`src/rtl/fifo_pkg.sv`:
```
// Shared types for the FIFO serial transmitter.
//   tx_state_e    : transmitter FSM states (PARITY exists even when parity is not built)
//   TX_IDLE_LEVEL : line level driven while no frame is in flight
package fifo_pkg;

  typedef enum logic [2:0] {
    IDLE,
    LOAD,
    START,
    DATA,
    PARITY,
    STOP
  } tx_state_e;

  localparam int TX_IDLE_LEVEL = 1;

endpackage

```
`src/rtl/fifo_serial_tx_bit_timer.sv`:
```
// Baud counter for the serial transmitter.
//   clk   : rising-edge clock
//   reset : synchronous, active-high reset
//   run   : counter advances while high, holds at zero while low
//   tick  : high in the last clk cycle of each bit period
module bit_timer #(
  parameter int unsigned CLKS_PER_BIT = 4
) (
  input  logic clk,
  input  logic reset,
  input  logic run,
  output logic tick
);

  localparam int unsigned CNT_W = (CLKS_PER_BIT > 1) ? $clog2(CLKS_PER_BIT) : 1;
  localparam logic [CNT_W-1:0] LAST = CNT_W'(CLKS_PER_BIT - 1);

  logic [CNT_W-1:0] cnt;

  // Count 0..CLKS_PER_BIT-1 and wrap; CLKS_PER_BIT = 1 ticks every cycle.
  always_ff @(posedge clk) begin
    if (reset || !run) begin
      cnt <= '0;
    end else if (cnt == LAST) begin
      cnt <= '0;
    end else begin
      cnt <= cnt + CNT_W'(1);
    end
  end

  assign tick = run && (cnt == LAST);

endmodule

```
`src/rtl/fifo_serial_tx.sv`:
```
// Pops words from a push/pop FIFO and shifts them out LSB-first:
// start bit (0), DATA_WIDTH data bits, optional even-parity bit, stop bit (1).
// Optional feature: define FIFO_SERIAL_TX_PARITY_EN to insert the parity bit.
//   clk        : rising-edge clock
//   reset      : synchronous, active-high reset
//   enable     : permits starting a new frame, sampled in IDLE only
//   fifo_empty : FIFO empty flag
//   fifo_data  : FIFO head word, valid while fifo_empty = 0
//   fifo_pop   : one-cycle pop strobe (LOAD state only)
//   tx_serial  : serial line, idle high
//   tx_busy    : high in every state except IDLE
//   tx_done    : pulse in the last cycle of the stop bit
module fifo_serial_tx
  import fifo_pkg::*;
#(
  parameter int unsigned DATA_WIDTH   = 32,
  parameter int unsigned CLKS_PER_BIT = 4
) (
  input  logic                  clk,
  input  logic                  reset,
  input  logic                  enable,
  input  logic                  fifo_empty,
  input  logic [DATA_WIDTH-1:0] fifo_data,
  output logic                  fifo_pop,
  output logic                  tx_serial,
  output logic                  tx_busy,
  output logic                  tx_done
);

  localparam int unsigned BIT_W = $clog2(DATA_WIDTH) + 1;
  localparam logic [BIT_W-1:0] LAST_BIT = BIT_W'(DATA_WIDTH - 1);

  tx_state_e             state;
  tx_state_e             state_next;
  logic [DATA_WIDTH-1:0] shreg;
  logic [BIT_W-1:0]      bit_cnt;
  logic                  run;
  logic                  tick;
`ifdef FIFO_SERIAL_TX_PARITY_EN
  logic                  parity;
`endif

  // Bit timing runs only while a bit is on the line.
  assign run = (state == START) || (state == DATA) || (state == PARITY) || (state == STOP);

  bit_timer #(
    .CLKS_PER_BIT(CLKS_PER_BIT)
  ) u_bit_timer (
    .clk  (clk),
    .reset(reset),
    .run  (run),
    .tick (tick)
  );

  // State register.
  always_ff @(posedge clk) begin
    if (reset) begin
      state <= IDLE;
    end else begin
      state <= state_next;
    end
  end

  // Next-state logic.
  always_comb begin
    state_next = state;
    case (state)
      IDLE:    if (enable && !fifo_empty) state_next = LOAD;
      LOAD:    state_next = START;
      START:   if (tick) state_next = DATA;
      DATA: begin
        if (tick && (bit_cnt == LAST_BIT)) begin
`ifdef FIFO_SERIAL_TX_PARITY_EN
          state_next = PARITY;
`else
          state_next = STOP;
`endif
        end
      end
      PARITY:  if (tick) state_next = STOP;
      STOP:    if (tick) state_next = IDLE;
      default: state_next = IDLE;
    endcase
  end

  // Moore output decode from the state register.
  always_comb begin
    tx_serial = 1'(TX_IDLE_LEVEL);
    tx_busy   = 1'b1;
    tx_done   = 1'b0;
    case (state)
      IDLE:   tx_busy = 1'b0;
      START:  tx_serial = 1'b0;
      DATA:   tx_serial = shreg[0];
`ifdef FIFO_SERIAL_TX_PARITY_EN
      PARITY: tx_serial = parity;
`endif
      STOP:   tx_done = tick;
      default: ;
    endcase
  end

  // Gate with reset so a reset arriving in LOAD never consumes a word.
  assign fifo_pop = (state == LOAD) && !reset;

  // Shift register and bit counter; the head word is captured on the pop edge.
  always_ff @(posedge clk) begin
    if (reset) begin
      shreg   <= '0;
      bit_cnt <= '0;
`ifdef FIFO_SERIAL_TX_PARITY_EN
      parity  <= 1'b0;
`endif
    end else begin
      case (state)
        LOAD: begin
          shreg   <= fifo_data;
          bit_cnt <= '0;
`ifdef FIFO_SERIAL_TX_PARITY_EN
          parity  <= ^fifo_data;
`endif
        end
        DATA: begin
          if (tick) begin
            shreg   <= shreg >> 1;
            bit_cnt <= bit_cnt + BIT_W'(1);
          end
        end
        default: ;
      endcase
    end
  end

endmodule
```
`config.mk`:
```
export PLATFORM = sky130hd
export DESIGN_NAME = fifo_serial_tx
export DESIGN_NICKNAME = d
export VERILOG_FILES = /design/src/rtl/fifo_pkg.sv /design/src/rtl/fifo_serial_tx_bit_timer.sv /design/src/rtl/fifo_serial_tx.sv
export SDC_FILE = /design/constraint.sdc
export NUM_CORES = 1
export LEC_CHECK = 0
export CAP_MARGIN = 40
export CORE_MARGIN = 4
export CORE_UTILIZATION = 51
export DETAILED_ROUTE_END_ITERATION = 7
export GPL_ROUTABILITY_DRIVEN = 0
export PLACE_DENSITY_LB_ADDON = 0.12
export SLEW_MARGIN = 20
export SYNTH_ARGS = -nofsm -noshare
export SYNTH_HDL_FRONTEND = slang
export SYNTH_SLANG_ARGS = --single-unit
```
`constraint.sdc`:
```
create_clock -name clk -period 2.1 [get_ports clk]
set_input_delay 0.21 -clock clk [delete_from_list [all_inputs] [get_ports clk]]
set_output_delay 0.21 -clock clk [all_outputs]
set_load 0.1 [all_outputs]
```
# Yosys cells after proc, flatten, opt, wreduce, memory -nomap -nowiden
# Index checks and enable logic that the tools add are counted.
# W data, S select, Z words.
[word_totals] inputBits=36 wordCells=48 reg_bits=43
[op_classes] eq_ne=13 add_sub_neg=2 n_mux=13 n_reduce_logical=16
[op_table] operator="$pmux W32 S2" n=1
[op_table] operator="$mux W32" n=1
[op_table] operator="$pmux W3 S6" n=1
[op_table] operator="$mux W3" n=5
[op_table] operator="$pmux W6 S2" n=1
[op_table] operator="$ne A2 B2 Y1 const B" n=5
[op_table] operator="$add A6 B1 Y6 const B" n=1
[op_table] operator="$eq A3 B2 Y1 const B" n=2
[op_table] operator="$eq A3 B3 Y1 const B" n=2
[op_table] operator="$eq A6 B5 Y1 const B" n=1
[op_table] operator="$mux W6" n=1
[op_table] operator="$reduce_and A5 Y1" n=1
[op_table] operator="$logic_and A1 B1 Y1" n=4
[op_table] operator="$logic_or A1 B1 Y1" n=4
[op_table] operator="$eq A3 B1 Y1 const B" n=1
[op_table] operator="$logic_not A1 Y1" n=3
[op_table] operator="$logic_not A3 Y1" n=1
[op_table] operator="$add A2 B1 Y2 const B" n=1
[op_table] operator="$eq A2 B2 Y1 const B" n=1
[op_table] operator="$mux W1" n=2
[op_table] operator="$ne A2 B1 Y1 const B" n=1
[op_table] operator="$pmux W1 S2" n=1
[op_table] operator="$reduce_and A2 Y1" n=1
[op_table] operator="$reduce_bool A2 Y1" n=1
[op_table] operator="$reduce_or A2 Y1" n=1

# Logic depth before layout (Yosys ltp)
# Gate-level depths: netlist of run 1.
[logic_depth] ltp_word=8 mapped_depth=9 mapped_depth_nobuf=5

# Cells and area by module
# A second synthesis of run 1 with hierarchy kept.
[unflattened] cells_unflattened=252 area_unflattened_um2=2165.8
[by_module_without_submodules] module="fifo_serial_tx" cells_each=246 n_inst=1 area_per_inst_um2=2079.5 seq_area_each_um2=820.8
[by_module_without_submodules] module="bit_timer" cells_each=6 n_inst=1 area_per_inst_um2=86.3 seq_area_each_um2=40.0

# Worst setup path after synthesis of run 1
# Ideal clock, no wire load.
[synth_path] path_kind="flip-flop to output port" from="reg state[1]" to="out tx_done" path_buffers=2 path_slack_ns=-1.339 path_stages_with_launch=7 arrival_time_ns=3.229 t_required_ns=1.890 path_cell_list="dfxtp_1 > buf_6 > buf_4 > inv_1 > ha_1 > nand3_1 > nor3_1"
[synth_between] elab_chain_cells=6 word_cells_on_any_way=9
[synth_lines] element="start, declared" line_no="fifo_serial_tx.sv:33" source="tx_state_e state;"
[synth_lines] element="start signal, assigned" line_no="fifo_serial_tx.sv:60" source="state <= state_next;"
[synth_lines] element="$eq A3 B2 Y1" line_no="fifo_serial_tx.sv:44" source="assign run = (state == START) || (state == DATA) || (state == PARITY) || (state == STOP);"
[synth_lines] element="$logic_or A1 B1 Y1 (3 in a row)" line_no="fifo_serial_tx.sv:44"
[synth_lines] element="$logic_and A1 B1 Y1" line_no="fifo_serial_tx_bit_timer.sv:31" source="assign tick = run && (cnt == LAST);"
[synth_lines] element="$mux W1 *" line_no="fifo_serial_tx.sv:91" source="case (state)"
[synth_lines] element="end, declared" line_no="fifo_serial_tx.sv:27" source="output logic tx_done"
# Every way passes the cells marked *; elsewhere a longest branch is shown, timed or not.

# Worst setup path in the final report of run 1
[layout_path] from="reg state[2]" to="out tx_done"
# Same word-level chain as after synthesis.

==> impl_metrics.toml, run 1 <==
[clock_tree]
cts_tree = "done"
clock_sinks = 43
root_buffer = "clkbuf_8"
clock_latency_ns = 0.30
h-tree-depth = 2
clock_path_buffers = 2
cts.hold.buffers_added = 0
path_clk_slew_ns = 0.09
cts_setup_buffers = 0
numCtsBuffers = 5

[synth]
synth_area_um2 = 2096
yosysWarningCount = 0
seq_area_frac_synth_pct = 41.07
syn-num-nets = 260
synth_top_area_cell = "dfxtp_1"
ys.flop_type = "dfxtp_1"
netlist_instances = 221
synth_area_leaders = "dfxtp_1, mux2i_1, a211oi_1, a21oi_1, buf_2"
synth_commonest_cells = "dfxtp_1, a21oi_1, mux2i_1"
yosysMostFrequentCell = "dfxtp_1"
syn_avg_cell_area_um2 = 9.483
yosys.area.top_type_share_pct = 41.07
async_reset_ff_share_pct = 0
synth_edf_count = 0
yosys.cell_types.count = 35
synth-seq-cells = 43

[global_routing]
grt_pass1_vias = 1754
grt_max_degree = 41
antenna_found_initial = 0
track_usage_pct = 18.67
grt-ovfl-total = 0
grt_pass1_wl_mm = 7.872

[floorplanning]
fp.coreArea_um2 = 4000
dieArea_um2 = 5199
std_cell_rows = 23
initial_utilization_pct = 52.39
dieHeight_um = 72.11
io_pins = 40
die_w_um = 72.11

[power_and_ir_drop]
power_density_nw_per_um2 = 694.6
cellLeakagePower_nw = 0.8805
ir_drop_v = 0.0004073
p_comb_share_pct = 17.8
swShare_pct = 26.28
internal-power_w = 0.001378
p_sw_w = 0.0004911
p_seq_share_pct = 47.3
p_clk_share_pct = 34.9
finalPower_w = 0.001869

[timing]
hold_violations = 0
worst_pin_slew_ns = 0.4163
fin_crit_ns = 2.015
hold-worst-slack_ns = 0.4358
clock_skew_ns = 0.009183
slew_headroom_pct = 72.25
rsz0062_at_grt = "no"
clock.fmax_mhz = 496.2
drv_slew = 0
timing.final.crit_share_pct = 95.97
setup_viol = 0

[critical_path]
worst-endpoint-required_ns = 1.89
path_buf_inv = 3
path_cells = "inv_1, ha_4, nand3_1, buf_4, nor3_4, buf_12"
worstSetupEndpointType = "primary output"
start_kind = "flip-flop"
worst_path_dominant_cell_family = "buffers and inverters"
critical_path_arrival_ns = 1.81
max_stage_delay_ns = 0.41
cp_max_fo = 9
cp_slowest_cell = "dfxtp_2"
crit_type = "flip-flop to primary output"

[drt]
drc_errors = 0
drt-initial-drc-count = 108
viasPerCell = 5.898
via_count = 1799
drtAntennaViolNets = 0
drt_wl_total_mm = 4.537
wl_per_cell_um = 14.88
drtPass1Iterations = 4

[layout]
nNetsFinal = 293
n_antenna_cell = 0
area_growth_pct = 28.36
nFillCells = 351
drive_above_1_share_pct = 11.76
fin_util_pct = 67.25

[hold_path]
hold_class = "flip-flop to flip-flop"

[status]
status = "completed"

[flow_run]
maxCapViolCount = 0

[placement]
port_buffers = 39
post-dp-hpwl_mm = 3.060
==> through the flow <==
stage	TNS (ns)	area (µm²)	std cells	worst slack, ns
after floorplan	-0.1026	2110	221	-0.1026
after global placement	0	2564	297	0.2634
after detailed placement	0	2564	297	0.1489
after CTS	0	2678	305	0.004143
after global routing	0	2690	305	0.02264
final	0	2690	305	0.08455
==> metal layers <==
| metal | wire, µm | vias up | GRT usage (%) |
|---|---|---|---|
| li1 | - | 906 | - |
| met1 | 2119 | 848 | 24.07 |
| met2 | 2168 | 41 | 31.55 |
| met3 | 218 | 4 | 3.601 |
| met4 | 31 | 0 | 5.637 |
| met5 | 0 | - | 0 |
==> layout make-up <==
class,count,area (µm²),share of cell area (%)
clock inverter,3,43.79,1.628
multi-input combinational,154,1146,42.60
sequential,43,863.3,32.09
timing repair buffer,48,498.0,18.51
clock buffer,5,68.82,2.558
inverter,2,7.507,0.2791
tap,50,62.56,2.326
==> power by group through the flow <==
stage	Combinational (W)	Clock, W	Sequential (W)
after floorplan	0.000218	0	0.000893
after global placement	0.000329	0	0.000901
after CTS	0.000333	0.000660	0.000883
after global routing	0.000363	0.000691	0.000890
after detailed placement	0.000331	0	0.000901
final	0.000333	0.000653	0.000883
==> path summary, 6_finish.rpt <==
kind	from	cells past startpoint	slack [ns]	to
setup / recovery	state[2]	6	0.08	tx_done
hold / removal	u_bit_timer.cnt[0]	1	0.44	u_bit_timer.cnt[0]
setup reg to reg	state[2]	6	0.32	shreg[29]
hold reg to reg	u_bit_timer.cnt[0]	1	0.44	u_bit_timer.cnt[0]
==> sequential cells by signal (all words and copies together), names as in the netlist <==
signal	cells
u_bit_timer.cnt	2
bit_cnt	6
shreg	32
state	3
==> kinds of logic (layout without fill, tap and decap cells) <==
group,count (synthesis),after routing,synth area share (%)
compound gates,81,81,24.12
flops,43,43,41.07
simple gates,38,38,12.00
mux,32,32,15.28
buf+inv,24,58,5.732
fa+ha+maj,3,3,1.791
==> timing repair <==
item / in CTS / in global routing
setup endpoints to repair: 1 / 1
hold endpoints to repair: 0 / 0
pin swaps: 0 / 0
resized for setup: 1 / 2
==> cells in the final DEF (no fill, tap or decap), types with 3 or more instances in the layout <==
cell             instances
nand2b_1                 4
or4_1                    3
mux2i_1                 32
buf_12                   4
clkbuf_8                 5
nand3_1                  4
buf_4                    9
a211oi_1                31
dfxtp_1                 41
o21ai_0                  3
o31ai_1                  4
clkdlybuf4s50_1         35
a21oi_1                 39
nand3b_1                 3
nand2_1                  4
No activity file was read; power rests on OpenSTA's default activity.
==> inputs of run 2 (changes only) <==
--- a/config.mk
+++ b/config.mk
@@ -6,11 +6,13 @@
 export NUM_CORES = 1
 export LEC_CHECK = 0
 export CAP_MARGIN = 40
-export CORE_MARGIN = 4
+export CORE_MARGIN = 1.5
 export CORE_UTILIZATION = 51
+export CTS_CLUSTER_DIAMETER = 80
 export DETAILED_ROUTE_END_ITERATION = 7
 export GPL_ROUTABILITY_DRIVEN = 0
 export PLACE_DENSITY_LB_ADDON = 0.12
+export SKIP_CTS_REPAIR_TIMING = 1
 export SLEW_MARGIN = 20
 export SYNTH_ARGS = -nofsm -noshare
 export SYNTH_HDL_FRONTEND = slang
==> impl_metrics.toml, run 2 (synthesized netlist as in run 1, its figures left out) <==
[clock_tree]
h-tree-depth = 2
path_clk_slew_ns = 0.08
root_buffer = "clkbuf_8"
numCtsBuffers = 5
clock_sinks = 43
cts_tree = "done"
clock_latency_ns = 0.29
clock_path_buffers = 2

[global_routing]
grt_max_degree = 34
track_usage_pct = 22.99
grt_pass1_vias = 1756
antenna_found_initial = 0
grt-ovfl-total = 0
grt_pass1_wl_mm = 7.962

[layout]
final_cell_mix = "dfxtp_1, a21oi_1, clkdlybuf4s50_1"
fin_cells = 307
area_growth_pct = 29.25
fin_area_um2 = 2709
largest_register_ffs = 32
nFillCells = 349
final_common_cell = "dfxtp_1"
n_antenna_cell = 0
nNetsFinal = 295
top_regs = "shreg (32), bit_cnt (6), state (3)"
drive_above_1_share_pct = 11.67
regMostFlops = "shreg"

[critical_path]
crit_type = "flip-flop to primary output"
worstSetupEndpointType = "primary output"
reg2reg_depth = 6
max_stage_delay_ns = 0.41
r2r-start = "state[2]"
start_kind = "flip-flop"
worst-endpoint-required_ns = 1.89
cp_max_fo = 7
critical_path_arrival_ns = 1.80
r2r_end = "shreg[5]"
cp_slowest_cell = "ha_1"
path_cells = "inv_1, ha_1, nand3_1, buf_4, nor3_4, buf_12"
regToRegSetupSlack_ns = 0.26

[flow_run]
maxCapViolCount = 0

[placement]
place_inst = 299
port_buffers = 39
post-dp-hpwl_mm = 3.122
placed_area_um2 = 2591

[timing]
worst_pin_slew_ns = 0.3686
clock_skew_ns = 0.005198
setup_tns_ns = 0
clock.fmax_mhz = 497.6
setup_viol = 0
timing.final.crit_share_pct = 95.70
hold_violations = 0
drv_slew = 0
rsz0062_at_grt = "no"
slew_headroom_pct = 75.28
fin_crit_ns = 2.010

[floorplanning]
std_cell_rows = 23
dieHeight_um = 67.11
die_w_um = 67.11
fp.coreArea_um2 = 3971
initial_utilization_pct = 52.77
dieArea_um2 = 4503
io_pins = 40

[power_and_ir_drop]
swShare_pct = 25.26
internal-power_w = 0.001410
p_clk_share_pct = 35.3
p_comb_share_pct = 18.0
p_sw_w = 0.0004765
p_seq_share_pct = 46.8
ir_drop_v = 0.0004915
cellLeakagePower_nw = 0.8992
finalPower_w = 0.001887
power_density_nw_per_um2 = 696.4

[drt]
drt_wl_total_mm = 4.677
drt-initial-drc-count = 181
wl_per_cell_um = 15.23
viasPerCell = 6.059
drc_errors = 0
drtPass1Iterations = 4
via_count = 1860
drtAntennaViolNets = 0

[hold_path]
hp-start = "u_bit_timer.cnt[0]"
worstHoldEndpoint = "u_bit_timer.cnt[0]"
hold_class = "flip-flop to flip-flop"
hold-path-cell-count = 1

[status]
status = "completed"
-- run 2: worst max path at each step --
| stage | from | endpoint | slack, ns | cells past startpoint |
|---|---|---|---|---|
| floorplan | state[1] | tx_done | -0.10 | 6 |
| global placement | state[2] | shreg[6] | 0.36 | 6 |
| detailed placement | state[2] | shreg[24] | 0.30 | 6 |
| CTS | state[2] | tx_done | 0.10 | 6 |
| global route | state[2] | tx_done | 0.002 | 6 |
| finish | state[2] | tx_done | 0.09 | 6 |
-- run 2: power by group through the flow --
stage / clock [W] / combinational [W] / sequential, W
final: 0.000665 / 0.000339 / 0.000882
after global routing: 0.000701 / 0.000368 / 0.000888
after CTS: 0.000676 / 0.000341 / 0.000882
after detailed placement: 0 / 0.000340 / 0.000900
after global placement: 0 / 0.000334 / 0.000900
after floorplan: 0 / 0.000218 / 0.000893
-- run 2: critical path, delay by kind of cell (launching register included) --
kind	cells	cell delay, ns
flip-flops	1	0.34
buffers and inverters	3	0.47
adder cells (fa/ha/maj)	1	0.41
AND/OR/NAND/NOR	2	0.29
-- run 2: final cells by class --
cell class,instances,area (µm²),share of cell area [%]
inverters,2,7.507,0.2771
flip-flops and latches,43,862.1,31.82
well taps,50,62.56,2.309
clock buffers,6,82.58,3.048
repair buffers,50,525.5,19.40
clock inverters,2,35.03,1.293
multi-input cells,154,1134,41.85
-- run 2: per-layer routing --
metal	vias up	part of all wire (%)	global-route usage [%]
li1	908	-	-
met1	891	47	31.04
met2	54	48	37.00
met3	7	3.9	4.054
met4	0	1.1	7.653
met5	-	0	0
-- run 2: through the flow --
step                hold WS, ns  utilization [%]  setup WS [ns]
CTS                      0.4341            68.21         0.1020
detailed placement       0.4232            65.25         0.3035
global placement         0.4200            65.25         0.3556
finish                   0.4347            68.21        0.09030
global route             0.4544            68.21       0.002241
floorplan                0.3773                -        -0.1026
==> RTL change, RTL diff (config.mk and constraints of run 1) <==
The option `FIFO_SERIAL_TX_PARITY_EN` is turned on by a define.
--- a/src/rtl/fifo_serial_tx.sv
+++ b/src/rtl/fifo_serial_tx.sv
@@ -12,2 +12,4 @@
 //   tx_done    : pulse in the last cycle of the stop bit
+`define FIFO_SERIAL_TX_PARITY_EN
+
 module fifo_serial_tx
Function: no difference found for any inputs over 10 cycles, from zero or initial values and one cycle with reset high; that may be too few to reach the edited logic, so the function may still have changed.
==> RTL change against run 1 <==
- wire length is 9.9% higher
- worst setup slack better by 0.092 ns
- final area is 5.2% higher
- total power is 0.91% lower
- sequential cell count is 1 higher
- count of clock-buffer cells in the layout is 1 higher
- synthesized area is 7.6% higher
- sequential share of layout area is 0.96 points lower
- critical endpoint is now tx_serial
==> RTL change: results (changes against run 1) <==
Status
  – Status: complete, no violations

Setup path
  – R2R Path End: bit_cnt[5]
  – Crit path capture: tx_serial
  – CP Max Fanout: 26 (+17)
  – Crit path DAT: 1.71 ns (-0.10 ns)
  – CP max stage delay: 0.54 ns (+0.13 ns)
  – Worst Setup SP: state[1]
  – Cell family with most CP delay: flip-flops
  – Worst R2R Start: u_bit_timer.cnt[0]

Global route
  – GRT Overall Usage: 0.195 (+0.00845)
  – Largest net degree at the start of global routing: 63 (+54%)
  – Vias in the first global route: 1835 (+4.6%)

Synth
  – Area contributors post-synth: dfxtp_1 39%, a311oi_1 12%, xnor2_1 11%, nor2_1 7.3%, nand3_1 6.9%
  – Syn nets: 316 (+22%)
  – Post-synthesis sequential area ratio: 0.391 (-0.0201)
  – Cells after Synth: 278 (+26%)
  – Synth top cells by count: 44 x dfxtp_1, 44 x nor2_1, 36 x nand2_1
  – Synth Area in XOR/XNOR: 0.132 (+0.132)
  – Mux cell area share after synthesis: 0.00444 (-0.148)

Timing
  – Slew headroom: 0.756 (+0.0337)
  – Layout Skew: 0.00938 ns (+0.000193 ns)
  – FMAX: 0.520 GHz (+4.8%)
  – Hold_ws: 0.434 ns (-0.00228 ns)

Cells and area
  – Share of post-route cells with drive strength above 1: 0.0812 (-0.0365)
  – Nets: 346 (+18%)
  – Multi-input logic area: 1280 um2 (+12%)
  – Fill cells: 362 (+3.1%)
  – Post-Layout Cell Count: 358 (+17%)

Power and ir drop
  – Leak: 0.978 nW (+11%)
  – IR Drop Worst-Case VDD: 0.324 mV (-21%)

Placement
  – Placement Setup Slack: 0.203 ns (+0.0542 ns)

Drt
  – WL final: 4980 um (+9.9%)

CTS
  – Cts repair resizes: 0 (-1)
## RTL change: cell count changes after synthesis, sizes merged, moves of 4 or more
cell and delta:
a211oi -30, a21oi -35, a311oi +32, mux2i -31
nand2 +32, nand3 +27, nor2 +42, o31ai -4
xnor2 +28, xor2 +6
## RTL change: kinds of logic after synthesis
family / count (synthesis)
multiplexers: 1
AO/OA/AOI/OAI: 45
adder cells (fa/ha/maj): 2
XOR/XNOR: 34
AND/OR/NAND/NOR: 125
flip-flops: 44
buffers and inverters: 27
## RTL change: routing by layer
metal,share of wire,wire length [um],global-route usage
met2,0.46,2310,0.315
met4,0.017,87,0.0652
met5,0,0,0
met3,0.050,251,0.0473
met1,0.47,2330,0.256
## RTL change: area by class of cell
cell class                 count  share of cell area
clock buffer                   6              0.0257
tap                           50              0.0221
sequential                    44               0.311
timing repair buffer          47               0.182
inverter                       3             0.00398
multi-input combinational    207               0.453
clock inverter                 1             0.00177
## RTL change: worst register-to-register path: cells and delay by family (launching register included)
family	cells	cell delay (ns)
compound gates	2	0.37
fa+ha+maj	1	0.28
buf+inv	1	0.14
flops	1	0.34
simple gates	2	0.55
## RTL change: how the worst min path moves through the flow
| stage | start | endpoint | cells after the start |
|---|---|---|---|
| after floorplan | fifo_data[31] | shreg[31] | 2 |
| after global placement | u_bit_timer.cnt[0] | u_bit_timer.cnt[0] | 1 |
| after detailed placement | u_bit_timer.cnt[0] | u_bit_timer.cnt[0] | 1 |
| after CTS | u_bit_timer.cnt[0] | u_bit_timer.cnt[0] | 1 |
| after global routing | u_bit_timer.cnt[0] | u_bit_timer.cnt[0] | 1 |
| final | u_bit_timer.cnt[0] | u_bit_timer.cnt[0] | 1 |
## RTL change: where the power goes
group | switching, mW | internal [mW] | total (mW)
Clock | 0.269 | 0.226 | 0.496
Combinational | 0.230 | 0.227 | 0.457
Sequential | 0.0234 | 0.876 | 0.899
